$ cat src/rtl/ins_fetch_ctrl_if.sv
// Loader, instruction-memory and core-side signals of the fetch controller.
// master = controller side, slave = loader/memory/core environment.
interface ins_fetch_ctrl_if #(
  parameter int ADDR_W = 8,
  parameter int DATA_W = 8
);
  logic              load_valid;
  logic [DATA_W-1:0] load_data;
  logic              load_ready;
  logic              mem_we;
  logic [ADDR_W-1:0] mem_waddr;
  logic [DATA_W-1:0] mem_wdata;
  logic [ADDR_W-1:0] mem_raddr;
  logic [DATA_W-1:0] mem_rdata;
  logic              stall;
  logic              branch;
  logic [ADDR_W-1:0] branch_addr;
  logic              halt;
  logic              restart;
  logic [DATA_W-1:0] instruction;
  logic              ins_valid;
  logic [ADDR_W-1:0] pc;
  logic [ADDR_W:0]   load_count;
  logic              load_ovf;
  logic              running;
  logic              halted;

  modport master (
    input  load_valid, load_data, mem_rdata, stall, branch, branch_addr, halt, restart,
    output load_ready, mem_we, mem_waddr, mem_wdata, mem_raddr,
           instruction, ins_valid, pc, load_count, load_ovf, running, halted
  );

  modport slave (
    output load_valid, load_data, mem_rdata, stall, branch, branch_addr, halt, restart,
    input  load_ready, mem_we, mem_waddr, mem_wdata, mem_raddr,
           instruction, ins_valid, pc, load_count, load_ovf, running, halted
  );
endinterface

$ cat src/rtl/ins_fetch_ctrl.sv
// Instruction-fetch controller: loads memory until terminator, then fetches by PC.
// Latency: fetch 1 cycle, branch 1 bubble; backpressure: stall freezes PC/instruction, load_ready high only in LOAD.
module ins_fetch_ctrl #(
  parameter int                ADDR_W = 8,
  parameter int                DATA_W = 8,
  parameter logic [DATA_W-1:0] TERM   = 8'hFF
) (
  input  logic               clk,
  input  logic               rst,
  ins_fetch_ctrl_if.master   bus
);

  typedef enum logic [1:0] {
    ST_LOAD   = 2'd0,
    ST_RUN    = 2'd1,
    ST_HALTED = 2'd2
  } state_t;

  state_t            state_q, state_d;
  logic [ADDR_W-1:0] pc_q, pc_d;
  logic [ADDR_W:0]   cnt_q, cnt_d;
  logic              ovf_q, ovf_d;
  logic [DATA_W-1:0] ins_q, ins_d;
  logic              vld_q, vld_d;

  always_ff @(posedge clk) begin
    if (rst) begin
      state_q <= ST_LOAD;
      pc_q    <= '0;
      cnt_q   <= '0;
      ovf_q   <= 1'b0;
      ins_q   <= '0;
      vld_q   <= 1'b0;
    end else begin
      state_q <= state_d;
      pc_q    <= pc_d;
      cnt_q   <= cnt_d;
      ovf_q   <= ovf_d;
      ins_q   <= ins_d;
      vld_q   <= vld_d;
    end
  end

  always_comb begin
    state_d = state_q;
    pc_d    = pc_q;
    cnt_d   = cnt_q;
    ovf_d   = ovf_q;
    ins_d   = ins_q;
    vld_d   = vld_q;
    unique case (state_q)
      ST_LOAD: begin
        vld_d = 1'b0;
        if (bus.load_valid) begin
          cnt_d = cnt_q + (ADDR_W + 1)'(1);
          // Terminator wins over overflow when it lands in the last slot.
          if (bus.load_data == TERM) begin
            state_d = ST_RUN;
            pc_d    = '0;
          end else if (cnt_q[ADDR_W-1:0] == '1) begin
            ovf_d   = 1'b1;
            state_d = ST_RUN;
            pc_d    = '0;
          end
        end
      end
      ST_RUN: begin
        if (bus.halt) begin
          state_d = ST_HALTED;
          vld_d   = 1'b0;
        end else if (bus.branch) begin
          pc_d  = bus.branch_addr;
          vld_d = 1'b0;
        end else if (!bus.stall) begin
          ins_d = bus.mem_rdata;
          vld_d = 1'b1;
          pc_d  = pc_q + ADDR_W'(1);
        end
      end
      ST_HALTED: begin
        vld_d = 1'b0;
        if (bus.restart) begin
          state_d = ST_LOAD;
          cnt_d   = '0;
          ovf_d   = 1'b0;
          pc_d    = '0;
        end
      end
      default: state_d = ST_LOAD;
    endcase
  end

  assign bus.load_ready  = (state_q == ST_LOAD);
  assign bus.mem_we      = (state_q == ST_LOAD) && bus.load_valid;
  assign bus.mem_waddr   = cnt_q[ADDR_W-1:0];
  assign bus.mem_wdata   = bus.load_data;
  assign bus.mem_raddr   = pc_q;
  assign bus.instruction = ins_q;
  assign bus.ins_valid   = vld_q;
  assign bus.pc          = pc_q;
  assign bus.load_count  = cnt_q;
  assign bus.load_ovf    = ovf_q;
  assign bus.running     = (state_q == ST_RUN);
  assign bus.halted      = (state_q == ST_HALTED);

endmodule

$ cat src/flat_wrapper.sv
// flat-port wrapper written by rule: the top's interface ports become plain ports
module ins_fetch_ctrl_flat 
#(
  parameter int                ADDR_W = 8,
  parameter int                DATA_W = 8,
  parameter logic [DATA_W-1:0] TERM   = 8'hFF
)
  (clk, rst, bus_load_valid, bus_load_data, bus_mem_rdata, bus_stall, bus_branch, bus_branch_addr, bus_halt, bus_restart, bus_load_ready, bus_mem_we, bus_mem_waddr, bus_mem_wdata, bus_mem_raddr, bus_instruction, bus_ins_valid, bus_pc, bus_load_count, bus_load_ovf, bus_running, bus_halted);
  ins_fetch_ctrl_if #(.ADDR_W(ADDR_W), .DATA_W(DATA_W)) bus_i ();
  input  logic clk;
  input  logic rst;
  input wire logic [$bits(bus_i.load_valid)-1:0] bus_load_valid;
  input wire logic [$bits(bus_i.load_data)-1:0] bus_load_data;
  input wire logic [$bits(bus_i.mem_rdata)-1:0] bus_mem_rdata;
  input wire logic [$bits(bus_i.stall)-1:0] bus_stall;
  input wire logic [$bits(bus_i.branch)-1:0] bus_branch;
  input wire logic [$bits(bus_i.branch_addr)-1:0] bus_branch_addr;
  input wire logic [$bits(bus_i.halt)-1:0] bus_halt;
  input wire logic [$bits(bus_i.restart)-1:0] bus_restart;
  output wire logic [$bits(bus_i.load_ready)-1:0] bus_load_ready;
  output wire logic [$bits(bus_i.mem_we)-1:0] bus_mem_we;
  output wire logic [$bits(bus_i.mem_waddr)-1:0] bus_mem_waddr;
  output wire logic [$bits(bus_i.mem_wdata)-1:0] bus_mem_wdata;
  output wire logic [$bits(bus_i.mem_raddr)-1:0] bus_mem_raddr;
  output wire logic [$bits(bus_i.instruction)-1:0] bus_instruction;
  output wire logic [$bits(bus_i.ins_valid)-1:0] bus_ins_valid;
  output wire logic [$bits(bus_i.pc)-1:0] bus_pc;
  output wire logic [$bits(bus_i.load_count)-1:0] bus_load_count;
  output wire logic [$bits(bus_i.load_ovf)-1:0] bus_load_ovf;
  output wire logic [$bits(bus_i.running)-1:0] bus_running;
  output wire logic [$bits(bus_i.halted)-1:0] bus_halted;
  assign bus_i.load_valid = bus_load_valid;
  assign bus_i.load_data = bus_load_data;
  assign bus_i.mem_rdata = bus_mem_rdata;
  assign bus_i.stall = bus_stall;
  assign bus_i.branch = bus_branch;
  assign bus_i.branch_addr = bus_branch_addr;
  assign bus_i.halt = bus_halt;
  assign bus_i.restart = bus_restart;
  assign bus_load_ready = bus_i.load_ready;
  assign bus_mem_we = bus_i.mem_we;
  assign bus_mem_waddr = bus_i.mem_waddr;
  assign bus_mem_wdata = bus_i.mem_wdata;
  assign bus_mem_raddr = bus_i.mem_raddr;
  assign bus_instruction = bus_i.instruction;
  assign bus_ins_valid = bus_i.ins_valid;
  assign bus_pc = bus_i.pc;
  assign bus_load_count = bus_i.load_count;
  assign bus_load_ovf = bus_i.load_ovf;
  assign bus_running = bus_i.running;
  assign bus_halted = bus_i.halted;
  ins_fetch_ctrl #(.ADDR_W(ADDR_W), .DATA_W(DATA_W), .TERM(TERM)) u_core (.clk(clk), .rst(rst), .bus(bus_i));
endmodule
$ cat config.mk
export PLATFORM = sky130hd
export DESIGN_NAME = ins_fetch_ctrl_flat
export DESIGN_NICKNAME = d
export VERILOG_FILES = /design/src/rtl/ins_fetch_ctrl_if.sv /design/src/rtl/ins_fetch_ctrl.sv /design/src/flat_wrapper.sv
export SDC_FILE = /design/constraint.sdc
export NUM_CORES = 1
export LEC_CHECK = 0
export ABC_AREA = 1
export BUFFER_PORTS_ARGS = -buffer_cell sky130_fd_sc_hd__clkbuf_2
export CORE_MARGIN = 2
export CORE_UTILIZATION = 45
export DETAILED_ROUTE_END_ITERATION = 12
export PLACE_DENSITY = 0.87
export SLEW_MARGIN = 5
export SYNTH_ARGS = -nofsm -noshare
export SYNTH_HDL_FRONTEND = slang
export SYNTH_SLANG_ARGS = --single-unit
$ cat constraint.sdc
create_clock -name clk -period 1.97 [get_ports clk]
set_input_delay 0.4925 -clock clk [delete_from_list [all_inputs] [get_ports clk]]
set_output_delay 0.4925 -clock clk [all_outputs]
set_load 0.05 [all_outputs]
==> flow_summary.toml <==
[grt]
grt_max_degree = 13
grt_pass1_wl_um = 5980
grt_overflow = 0
grt_pass1_vias = 1465
grt_use_total_pct = 17.9
antenna_found_initial = 0

[detailed_routing]
drtAntennaViolNets = 0
drc = 0
drt_iter0_drc = 51
vias = 1714
firstDrtPassIters = 4
via_per_inst = 4.70
wl_um = 3640
wl_per_cell_um = 9.98

[worst_hold_path]
hp-class = "in2reg"
min_from = "bus_mem_rdata[6]"

[sta]
final.setup.worst_slack_ns = 0.161
tightest_slew_ns = 0.326
worst_hold_slack_ns = 0.453
period_minus_slack_ns = 1.81
fmaxAchievable_mhz = 553
setup_viol = 0
hold_viol = 0
maxSlewViolCount = 0
finalSetupTns_ns = 0
slew_headroom_pct = 78.3
finClkSkew_ns = 0.00375
rsz0062_at_grt = "false"
period_share_pct = 91.8

[clock_tree]
root_buffer = "clkbuf_8"
cts_sinks = 29
htreeDepth = 2
cts_tree = "built"
cts_buffer_depth = 2
insertion_delay_ns = 0.27
clk_pin_slew_ns = 0.06
numCtsBuffers = 5
hold_buffers = 0

[logic_synthesis]
synth_area_mm2 = 0.00168
postSynthCellCount = 250
ys_seq_elements = 29
syn_nets = 283
yosysSeqAreaShare_pct = 34.5
synth_area_leaders = "dfxtp_1 (35%), nand2_1 (12%), buf_4 (11%)"
synth_top_area_share_pct = 34.5
synth_cell_type_count = 27
ys.warnings.count = 0
yosys.area.top_type = "dfxtp_1"
avgSynthCellArea_um2 = 6.73

[die]
ios = 86
design.die.area_mm2 = 0.00424
core_area_mm2 = 0.00363
rows = 22
die_h_um = 65.1
die_x_um = 65.1
start_util_pct = 46.3

[finish]
finalCoreUtilization_pct = 57.0
drive_gt1_share_pct = 34.7
diodes = 0
layout.nets = 349
area_growth_pct = 23.1

[worst_setup_path]
critPathKind = "reg2out"
crit_chain = "nor2_4 > nand2_2 > inv_1 > clkbuf_2"
timing.critical_path.from = "u_core.state_q[1]$_SDFFE_PP0P_"
startpoint_type = "flip-flop"
critPathMaxFanout = 7
cp.arrival_ns = 1.32
cpMaxStageDelayCell = "dfxtp_1"
cp-end-kind = "primary output"
critPathMaxStageDelay_ns = 0.37
worst-endpoint-required_ns = 1.48
rr_startpoint = "u_core.bus.load_count[0]$_SDFFE_PP0P_"

[power]
swShare_pct = 27.4
p_leak_nw = 1.03
clkPwrFrac_pct = 37.5
vdd_drop_max_mv = 0.427
internal_power_mw = 0.884
finalPower_mw = 1.22
seq_power_share_pct = 48.9
pwr-share-comb_pct = 13.6
power.density_mw_per_mm2 = 588
p_sw_mw = 0.333

[job]
drv_cap = 0

[placed_design]
port_buffers = 85
place_hpwl_um = 2990
gp_congestion = 0.885
dp_slack_ns = 0.326

[outcome]
outcome = "completed"
## area by class of cell
class,instances,area (µm²)
fillers,384,1560
clock buffers,6,72.6
flip-flops and latches,29,581
multi-input cells,170,820
clock inverters,2,10.0
repair buffers,86,433
inverters,24,95.1
well taps,48,60.1
## layer usage
metal | share of wire [%] | wire, µm | up-vias | track usage, %
met2 | 50 | 1820 | 49 | 29.9
met1 | 42 | 1530 | 757 | 20.6
li1 | - | - | 902 | -
met3 | 6.3 | 229 | 6 | 6.16
met4 | 1.5 | 55 | 0 | 8.07
met5 | 0 | 0 | - | 0
## state kept, by name, summed over array words and instances, names as in the netlist
name	count
u_core.bus.load_count	9
u_core.bus.instruction	8
u_core.bus.mem_raddr	8
u_core.state_q	2
u_core.bus.ins_valid	1
u_core.bus.load_ovf	1
## cells by family after synthesis
logic type	share of synthesized area [%]
flip-flops	34.5
adder cells (fa/ha/maj)	1.49
AND/OR/NAND/NOR	33.6
AO/OA/AOI/OAI	12.8
XOR/XNOR	0.521
buffers and inverters	17.0
## worst paths after layout
path	slack, ns	end	cells past startpoint
worst min-delay path	0.45	u_core.bus.instruction[6]$_SDFFE_PP0P_	3
worst min register to register	0.46	u_core.bus.load_ovf$_SDFFE_PP0P_	2
worst max-delay path	0.16	bus_mem_we	4
worst max register to register	0.34	u_core.bus.mem_raddr[5]$_SDFFE_PP0P_	10
## synth_stat cells
cell type	n
nor2_4	4
nor3_1	1
and3_1	2
nand4_1	1
nand2_2	3
a31oi_1	1
o21a_1	1
xor2_1	1
clkbuf_1	3
a21oi_1	18
or2_4	1
o21ai_0	14
inv_2	2
o211a_1	1
nand2_4	2
dfxtp_1	29
nor2_1	40
inv_1	21
nor2_2	2
nand3_1	13
nand2_1	55
clkinv_4	1
or2_2	2
o22ai_1	1
buf_4	24
ha_1	2
o21ai_1	5
## power groups by stage
stage | Clock (mW) | Combinational [mW] | Sequential [mW]
6_report | 0.457 | 0.165 | 0.596
5_1_grt | 0.499 | 0.180 | 0.596
4_1_cts | 0.467 | 0.166 | 0.595
3_5_place_dp | 0 | 0.166 | 0.608
3_3_place_gp | 0 | 0.164 | 0.608
2_1_floorplan | 0 | 0.109 | 0.622
## what timing repair did
action / in CTS / in global routing
resized for setup: 0 / 1
endpoints found under the setup margin: 0 / 1
setup buffers: 0 / 0
## through the flow
step           instances  instance area (µm²)
2_1_floorplan        250                 1680
3_3_place_gp         357                 1980
3_5_place_dp         357                 1980
4_1_cts              365                 2070
5_1_grt              365                 2070
6_report             365                 2070
## cell usage in the layout (no fill, tap or decap), types with 2 or more instances in the layout
cell type and count:
clkbuf_2 85, nand2_1 55, nor2_1 40, dfxtp_1 29, inv_1 21, a21oi_1 18, o21ai_0 14, nand3_1 13
nor2_4 5, o21ai_1 5, clkbuf_8 5, nand2_2 3, inv_2 2, nand2_4 2, and3_1 2, or2_2 2
ha_1 2, clkinv_2 2
## worst max-delay path: cells and delay by family (launching register included)
| family | cells | cell delay [ns] |
|---|---|---|
| DFF | 1 | 0.37 |
| buffers and inverters | 2 | 0.37 |
| and+or+nand+nor | 2 | 0.30 |
Note: power is estimated with default switching activity, not from simulation.
